## config.mk

```make
export PLATFORM = sky130hd
export DESIGN_NAME = lsu_ctrl
export DESIGN_NICKNAME = d
export VERILOG_FILES = /design/src/rtl/lsu_pkg.sv /design/src/rtl/lsu_ctrl.sv
export SDC_FILE = /design/constraint.sdc
export NUM_CORES = 1
export LEC_CHECK = 0
export ABC_AREA = 1
export CAP_MARGIN = 30
export CORE_UTILIZATION = 47
export DETAILED_ROUTE_END_ITERATION = 8
export MAX_ROUTING_LAYER = met4
export PLACE_DENSITY_LB_ADDON = 0.1
export SLEW_MARGIN = 20
export SYNTH_ARGS = -nofsm -noshare
export SYNTH_HDL_FRONTEND = slang
export SYNTH_SLANG_ARGS = --single-unit
```

## constraint.sdc

```tcl
create_clock -name clk -period 2.06 [get_ports clk]
set_clock_uncertainty 0.2 [all_clocks]
set_input_delay 0.206 -clock clk [delete_from_list [all_inputs] [get_ports clk]]
set_output_delay 0.206 -clock clk [all_outputs]
set_load 0.05 [all_outputs]
```

## src/rtl/lsu_pkg.sv

```systemverilog
// Shared LSU definitions: controller states, RAM size default and op encodings.
// The RAM model and the future LSU top import these as well.
package lsu_pkg;

   typedef enum logic [2:0] {
      IDLE,
      ACC_LO,
      ACC_HI,
      CAP,
      RSP
   } state_t;

   localparam int MEM_SIZE_DEF = 32768;

   localparam logic OP_LOAD  = 1'b0;
   localparam logic OP_STORE = 1'b1;
   localparam logic W_BYTE   = 1'b0;
   localparam logic W_HALF   = 1'b1;

endpackage

```

## src/rtl/lsu_ctrl.sv

```systemverilog
// Load/store controller: splits 8/16-bit requests into little-endian byte
// accesses on the data RAM, range-checks them and returns data or a fault.
module lsu_ctrl
   import lsu_pkg::*;
#(
   parameter int ADDR_W   = 16,
   parameter int MEM_SIZE = MEM_SIZE_DEF
) (
   input  logic              clk,
   input  logic              rst,
   input  logic              req_valid,
   output logic              req_ready,
   input  logic              req_we,
   input  logic              req_wide,
   input  logic              req_signed,
   input  logic [ADDR_W-1:0] req_addr,
   input  logic [15:0]       req_wdata,
   output logic              rsp_valid,
   input  logic              rsp_ready,
   output logic [15:0]       rsp_rdata,
   output logic              rsp_fault,
   output logic [ADDR_W-1:0] ram_a,
   output logic [7:0]        ram_d,
   output logic              ram_re,
   output logic              ram_we,
   input  logic [7:0]        ram_q
);

   localparam logic [ADDR_W:0] LIMIT = (ADDR_W+1)'(MEM_SIZE);

   state_t            state, state_n;
   logic              rst_done;
   logic              r_we, r_wide, r_signed, r_fault;
   logic [ADDR_W-1:0] r_addr, r_addr_hi;
   logic [15:0]       r_wdata, result;
   logic [ADDR_W:0]   end_addr;
   logic              req_flt, accept;

   // last byte touched, one bit wider so 0xFFFF+1 cannot wrap back in range
   assign end_addr  = {1'b0, req_addr} + (ADDR_W+1)'(req_wide);
   assign req_flt   = (end_addr >= LIMIT);
   assign r_addr_hi = r_addr + ADDR_W'(1);

   assign req_ready = (state == IDLE) && rst_done;
   assign accept    = req_valid && req_ready;
   assign rsp_valid = (state == RSP);
   assign rsp_rdata = result;
   assign rsp_fault = r_fault;

   always_ff @(posedge clk or negedge rst) begin
      if (!rst) begin
         state    <= IDLE;
         rst_done <= 1'b0;
      end else begin
         state    <= state_n;
         rst_done <= 1'b1;
      end
   end

   always_comb begin
      state_n = state;
      ram_a   = '0;
      ram_d   = '0;
      ram_re  = 1'b0;
      ram_we  = 1'b0;
      case (state)
         IDLE: begin
            if (accept) state_n = req_flt ? RSP : ACC_LO;
         end
         ACC_LO: begin
            ram_a  = r_addr;
            ram_d  = r_wdata[7:0];
            ram_we = (r_we == OP_STORE);
            ram_re = (r_we == OP_LOAD);
            if (r_wide == W_HALF)       state_n = ACC_HI;
            else if (r_we == OP_STORE)  state_n = RSP;
            else                        state_n = CAP;
         end
         ACC_HI: begin
            ram_a   = r_addr_hi;
            ram_d   = r_wdata[15:8];
            ram_we  = (r_we == OP_STORE);
            ram_re  = (r_we == OP_LOAD);
            state_n = (r_we == OP_STORE) ? RSP : CAP;
         end
         CAP: state_n = RSP;
         RSP: if (rsp_ready) state_n = IDLE;
         default: state_n = IDLE;
      endcase
   end

   // ram_q always carries the byte strobed in the previous state
   always_ff @(posedge clk or negedge rst) begin
      if (!rst) begin
         r_we     <= 1'b0;
         r_wide   <= 1'b0;
         r_signed <= 1'b0;
         r_fault  <= 1'b0;
         r_addr   <= '0;
         r_wdata  <= '0;
         result   <= '0;
      end else if (accept) begin
         r_we     <= req_we;
         r_wide   <= req_wide;
         r_signed <= req_signed;
         r_fault  <= req_flt;
         r_addr   <= req_addr;
         r_wdata  <= req_wdata;
         result   <= '0;
      end else begin
         case (state)
            ACC_HI: if (r_we == OP_LOAD) result[7:0] <= ram_q;
            CAP: begin
               if (r_wide == W_HALF) result[15:8] <= ram_q;
               else result <= {(r_signed ? {8{ram_q[7]}} : 8'h00), ram_q};
            end
            default: ;
         endcase
      end
   end

endmodule
```

After elaboration in Yosys (flattened, before gate mapping)
Index checks and enable logic that the tools add are counted.

storage, ports and cells
  logic and storage cells = 47
  register bits after elaboration = 56
  input port bits = 47
  output and inout port bits = 45

operators by class
  equal/unequal tests = 8
  multiplexer cells = 17
  add/sub/neg operators = 2
  order comparisons = 1
  reduce and logical (&&, ||, !) cells = 8
  bitwise gates (word level) = 1

operator list
  operator                                                                 count
  8-bit two-way mux                                                        5
  16-bit one-hot mux with 2 select lines                                   1
  8-bit one-hot mux with 2 select lines                                    2
  16-bit by 1-bit adder with 17-bit output                                 1
  17-bit by 16-bit >= comparator with 1-bit output, second input constant  1
  16-bit by 1-bit adder with 16-bit output, second input constant          1
  16-bit two-way mux                                                       1
  3-bit two-way mux                                                        5
  3-bit one-hot mux with 5 select lines                                    1
  3-bit by 2-bit == test with 1-bit output, second input constant          2
  3-bit != test, second input constant                                     2
  3-bit by 1-bit == test with 1-bit output, second input constant          1
  3-bit == test, second input constant                                     1
  3-bit logical NOT                                                        1
  3-bit AND reduction                                                      1
  3-bit nonzero test                                                       1
  1-bit logical AND                                                        2
  1-bit two-way mux                                                        2
  2-bit by 1-bit != test with 1-bit output, second input constant          1
  2-bit != test, second input constant                                     1
  2-bit AND reduction                                                      1
  2-bit nonzero test                                                       1
  2-bit OR reduction                                                       1
  1-bit inverter                                                           1

Logic depth before layout (Yosys ltp)
  word-level depth = 5
  gate-level depth with buffers = 10
  mapped depth without buffers = 10

Worst setup path before layout
OpenSTA, ideal clock, no wires.

  kind = register to output
  start = register r_addr[0]
  end = output ram_a[8]
  cell stages (with the launch flop) = 8
  path buffers = 0
  required time = 1654 ps
  arrival = 2189 ps
  path slack = -535 ps
  cells stage by stage = dfrtp_1 > ha_1 > nand3_1 > nor3_2 > nand3_1 > clkinv_1 > a21oi_1 > nor3_1

between the ends
  word-level cells in the longest chain between the ends = 2

ends and longest elaborated chain
  what                                      line             source
  from (decl)                               lsu_ctrl.sv:34   logic [ADDR_W-1:0] r_addr, r_addr_hi;
  from (signal assigned)                    lsu_ctrl.sv:107  r_addr <= req_addr;
  16-bit by 1-bit adder with 16-bit output  lsu_ctrl.sv:42   assign r_addr_hi = r_addr + ADDR_W'(1);
  16-bit one-hot mux with 2 select lines    lsu_ctrl.sv:66   case (state)
  to (decl)                                 lsu_ctrl.sv:22   output logic [ADDR_W-1:0] ram_a,

Every way passes these cells.

Final worst setup path
  start = register r_addr[0]
  end = output ram_a[10]

The elaborated chain is that of the path after synthesis.

==> flow_metrics.py <==
metrics = {
    "power_and_ir_drop": {
        "p_leak_uw": 0.00239,
        "p_per_area_nw_per_um2": 1350,
        "irDropWorstVdd_mv": 0.929,
    },
    "cts": {
        "cts_made_buffers": 5,
        "clock_latency_ps": 310,
        "cts_sinks": 56,
        "cts_root_buf": "clkbuf_8",
        "cts_tree": "built",
        "htree_levels": 2,
        "max-clock-path-buffers": 2,
        "clk_pin_slew_ps": 100,
    },
    "sta": {
        "fin_ws_ps": -189,
        "relSlewSlack_pct": 65.8,
        "finalSetupTns_ps": -2280,
        "setup_viol": 23,
        "final.min_clock_period_ps": 2250,
        "rsz0062_at_grt": "true",
        "fin_crit_sh_pct": 109,
        "hold_viol_final": 0,
        "finalMaxSlewViolations": 0,
        "fmax_mhz": 445,
        "worst_pin_slew_ps": 511,
    },
    "placed_design": {
        "port_buffers": 91,
        "place_inst": 550,
        "place_congestion": 0.870,
        "dpl.hpwl_um": 5900,
    },
    "cells_and_area": {
        "diodes": 0,
        "area_growth_pct": 65.3,
        "final_util_pct": 80.1,
        "final_layout_size_suffix_gt1_share_pct": 32.2,
        "final_cells": 589,
        "final_nets": 561,
    },
    "outcome": {
        "status": "complete, but fails checks",
        "violations": "setup timing",
    },
    "yosys": {
        "synth_ff_type": "dfrtp_1",
        "yosysTopAreaCellShare_pct": 45.8,
        "syn_inst": 382,
        "ys_ff_latch": 56,
        "synth_fp_nets": 432,
        "synth_edf_count": 0,
        "syn_area_um2": 3060,
        "avgSynthCellArea_um2": 8.01,
        "yosysSeqAreaShare_pct": 45.8,
        "netlist_top_cells_area": "dfrtp_1 46%, nand2_1 16%, nand3_1 4.7%",
        "yosys.area.top_type": "dfrtp_1",
        "yosysWarnings": 0,
        "post-synth-top-count-cell": "nand2_1",
        "synthArstFlopShare_pct": 100,
        "synth_commonest_cells": "129 x nand2_1, 56 x dfrtp_1, 34 x inv_1",
        "synth.distinct_cells": 37,
    },
    "critical_path": {
        "endpoint_kind": "output port",
        "worst-setup-path-type": "flop to output port",
        "cp-start-kind": "flop",
        "cp_data_arrival_time_ps": 1840,
        "ff2ff_setup_slack_ps": 130,
        "critPathMaxFanout": 3,
        "critical_path_required_ps": 1650,
    },
    "routing": {
        "wl_per_cell_um": 15.6,
        "drc_errors": 0,
        "drtIter0Drc": 192,
        "via_per_inst": 5.31,
        "firstDrtPassIters": 5,
        "ant_nets": 0,
        "vias": 3128,
        "drt_wl_total_um": 9170,
    },
    "die": {
        "die-height_um": 82.7,
        "row_count": 29,
        "ios": 92,
        "core_area_um2": 6310,
        "start_util_pct": 48.5,
        "die_area_um2": 6840,
        "die_x_um": 82.7,
    },
    "grt": {
        "grt_pass1_wl_um": 14100,
        "grt_use_total_pct": 28.0,
        "antenna_found_initial": 0,
        "grt_start_max_net_pins": 43,
        "first_global_vias": 2908,
        "overflow": 0,
    },
    "flow_run": {
        "max-cap-violations": 0,
    },
    "hold_path": {
        "hold_path.class": "input port to flop",
    },
}
per-layer routing:
layer	track usage, %	routed length (um)	share of wire, %	vias to the layer above
li1	-	-	-	1499
met3	3.85	444	4.8	18
met2	46.4	4710	51	108
met5	-	0	0	-
met1	36.1	3870	42	1503
met4	7.41	151	1.6	0
registers in the layout (all words and copies together), names as in the netlist:
signal,flops
r_addr,16
rst_done,1
state,3
rsp_fault,1
rsp_rdata,16
r_wdata,16
r_wide,1
r_we,1
r_signed,1
repair_timing:
item | CTS | global route
pin swaps | 14 | 15
endpoints found under the hold margin | 56 | 0
hold buffers | 1 | 0
setup buffers | 19 | 11
cloned | 2 | 0
resized for setup | 46 | 24
endpoints found under the setup margin | 26 | 27
kinds of logic (layout without fill, tap and decap cells):
family / after synthesis / after routing / synth area share, %
compound gates: 67 / 67 / 14.7
buf+inv: 57 / 187 / 9.40
flops: 56 / 56 / 45.8
simple gates: 194 / 194 / 27.7
other cells: 1 / 1 / 0.122
xor+xnor: 4 / 4 / 1.14
fa+ha+maj: 3 / 3 / 1.23
area by class of cell:
cell class / count / area, um^2
Clock buffer: 6 / 82.6
Clock inverter: 2 / 13.8
Sequential cell: 56 / 1410
Timing Repair inverter: 2 / 15.0
Tap cell: 77 / 96.3
Timing Repair Buffer: 135 / 1600
Fill cell: 416 / 1250
Multi-Input combinational cell: 269 / 1680
Inverter: 42 / 169
worst max-delay path, cell delays in order (launching register included):
cell	delay [ps]
dfrtp_1	430
ha_4	170
nand3_4	80
nor3_4	170
nand3_2	150
o21ai_1	180
nand3_1	100
o21ai_2	90
buf_12	160
cell usage in the layout (no fill, tap or decap), types with 3 or more instances in the layout:
cell             Yosys  layout
o21ai_1             14      14
o21ai_2              9      16
buf_4                0      33
nor2_4               2       7
o21ai_0             18      10
nand2_4              1       4
dfrtp_2              0       4
a31oi_1              3       3
nand2_1            129     122
nand3_4              0       3
clkbuf_8             0       6
nor2_1              17      10
clkdlybuf4s50_1      0      62
inv_2                6       7
buf_12               0      33
nor2_2               2       4
nand3_2              3       4
dfrtp_1             56      52
inv_1               34      31
a22o_4               0       9
nand3_1             29      25
buf_6                9       5
nand2_2              2       6
nand4_1              3       3
final timing paths:
kind,startpoint,to,cells after the start
min reg2reg,rsp_fault,rsp_fault,2
max in group asynchronous,rst,state[1],3
max,r_addr[0],ram_a[10],8
min in group asynchronous,rst,r_addr[12],3
max reg2reg,state[0],state[2],10
min,req_wdata[9],r_wdata[9],3
where the power goes:
part	internal (uW)	switching [uW]	total [uW]
registers	1560	433	1990
clock network	276	370	646
logic	1810	2400	4210
total	3640	3210	6850
through the flow:
step	area [um^2]	setup WS, ps	total power (uW)	hold slack (ps)
floorplan	3110	-115	4080	-290
global placement	4390	31.9	5440	39.1
detailed placement	4390	-44.9	5500	46.9
CTS	4870	-232	6590	215
global route	5060	-291	7220	239
finish	5060	-189	6850	215
(Power assumes the default switching activity.)
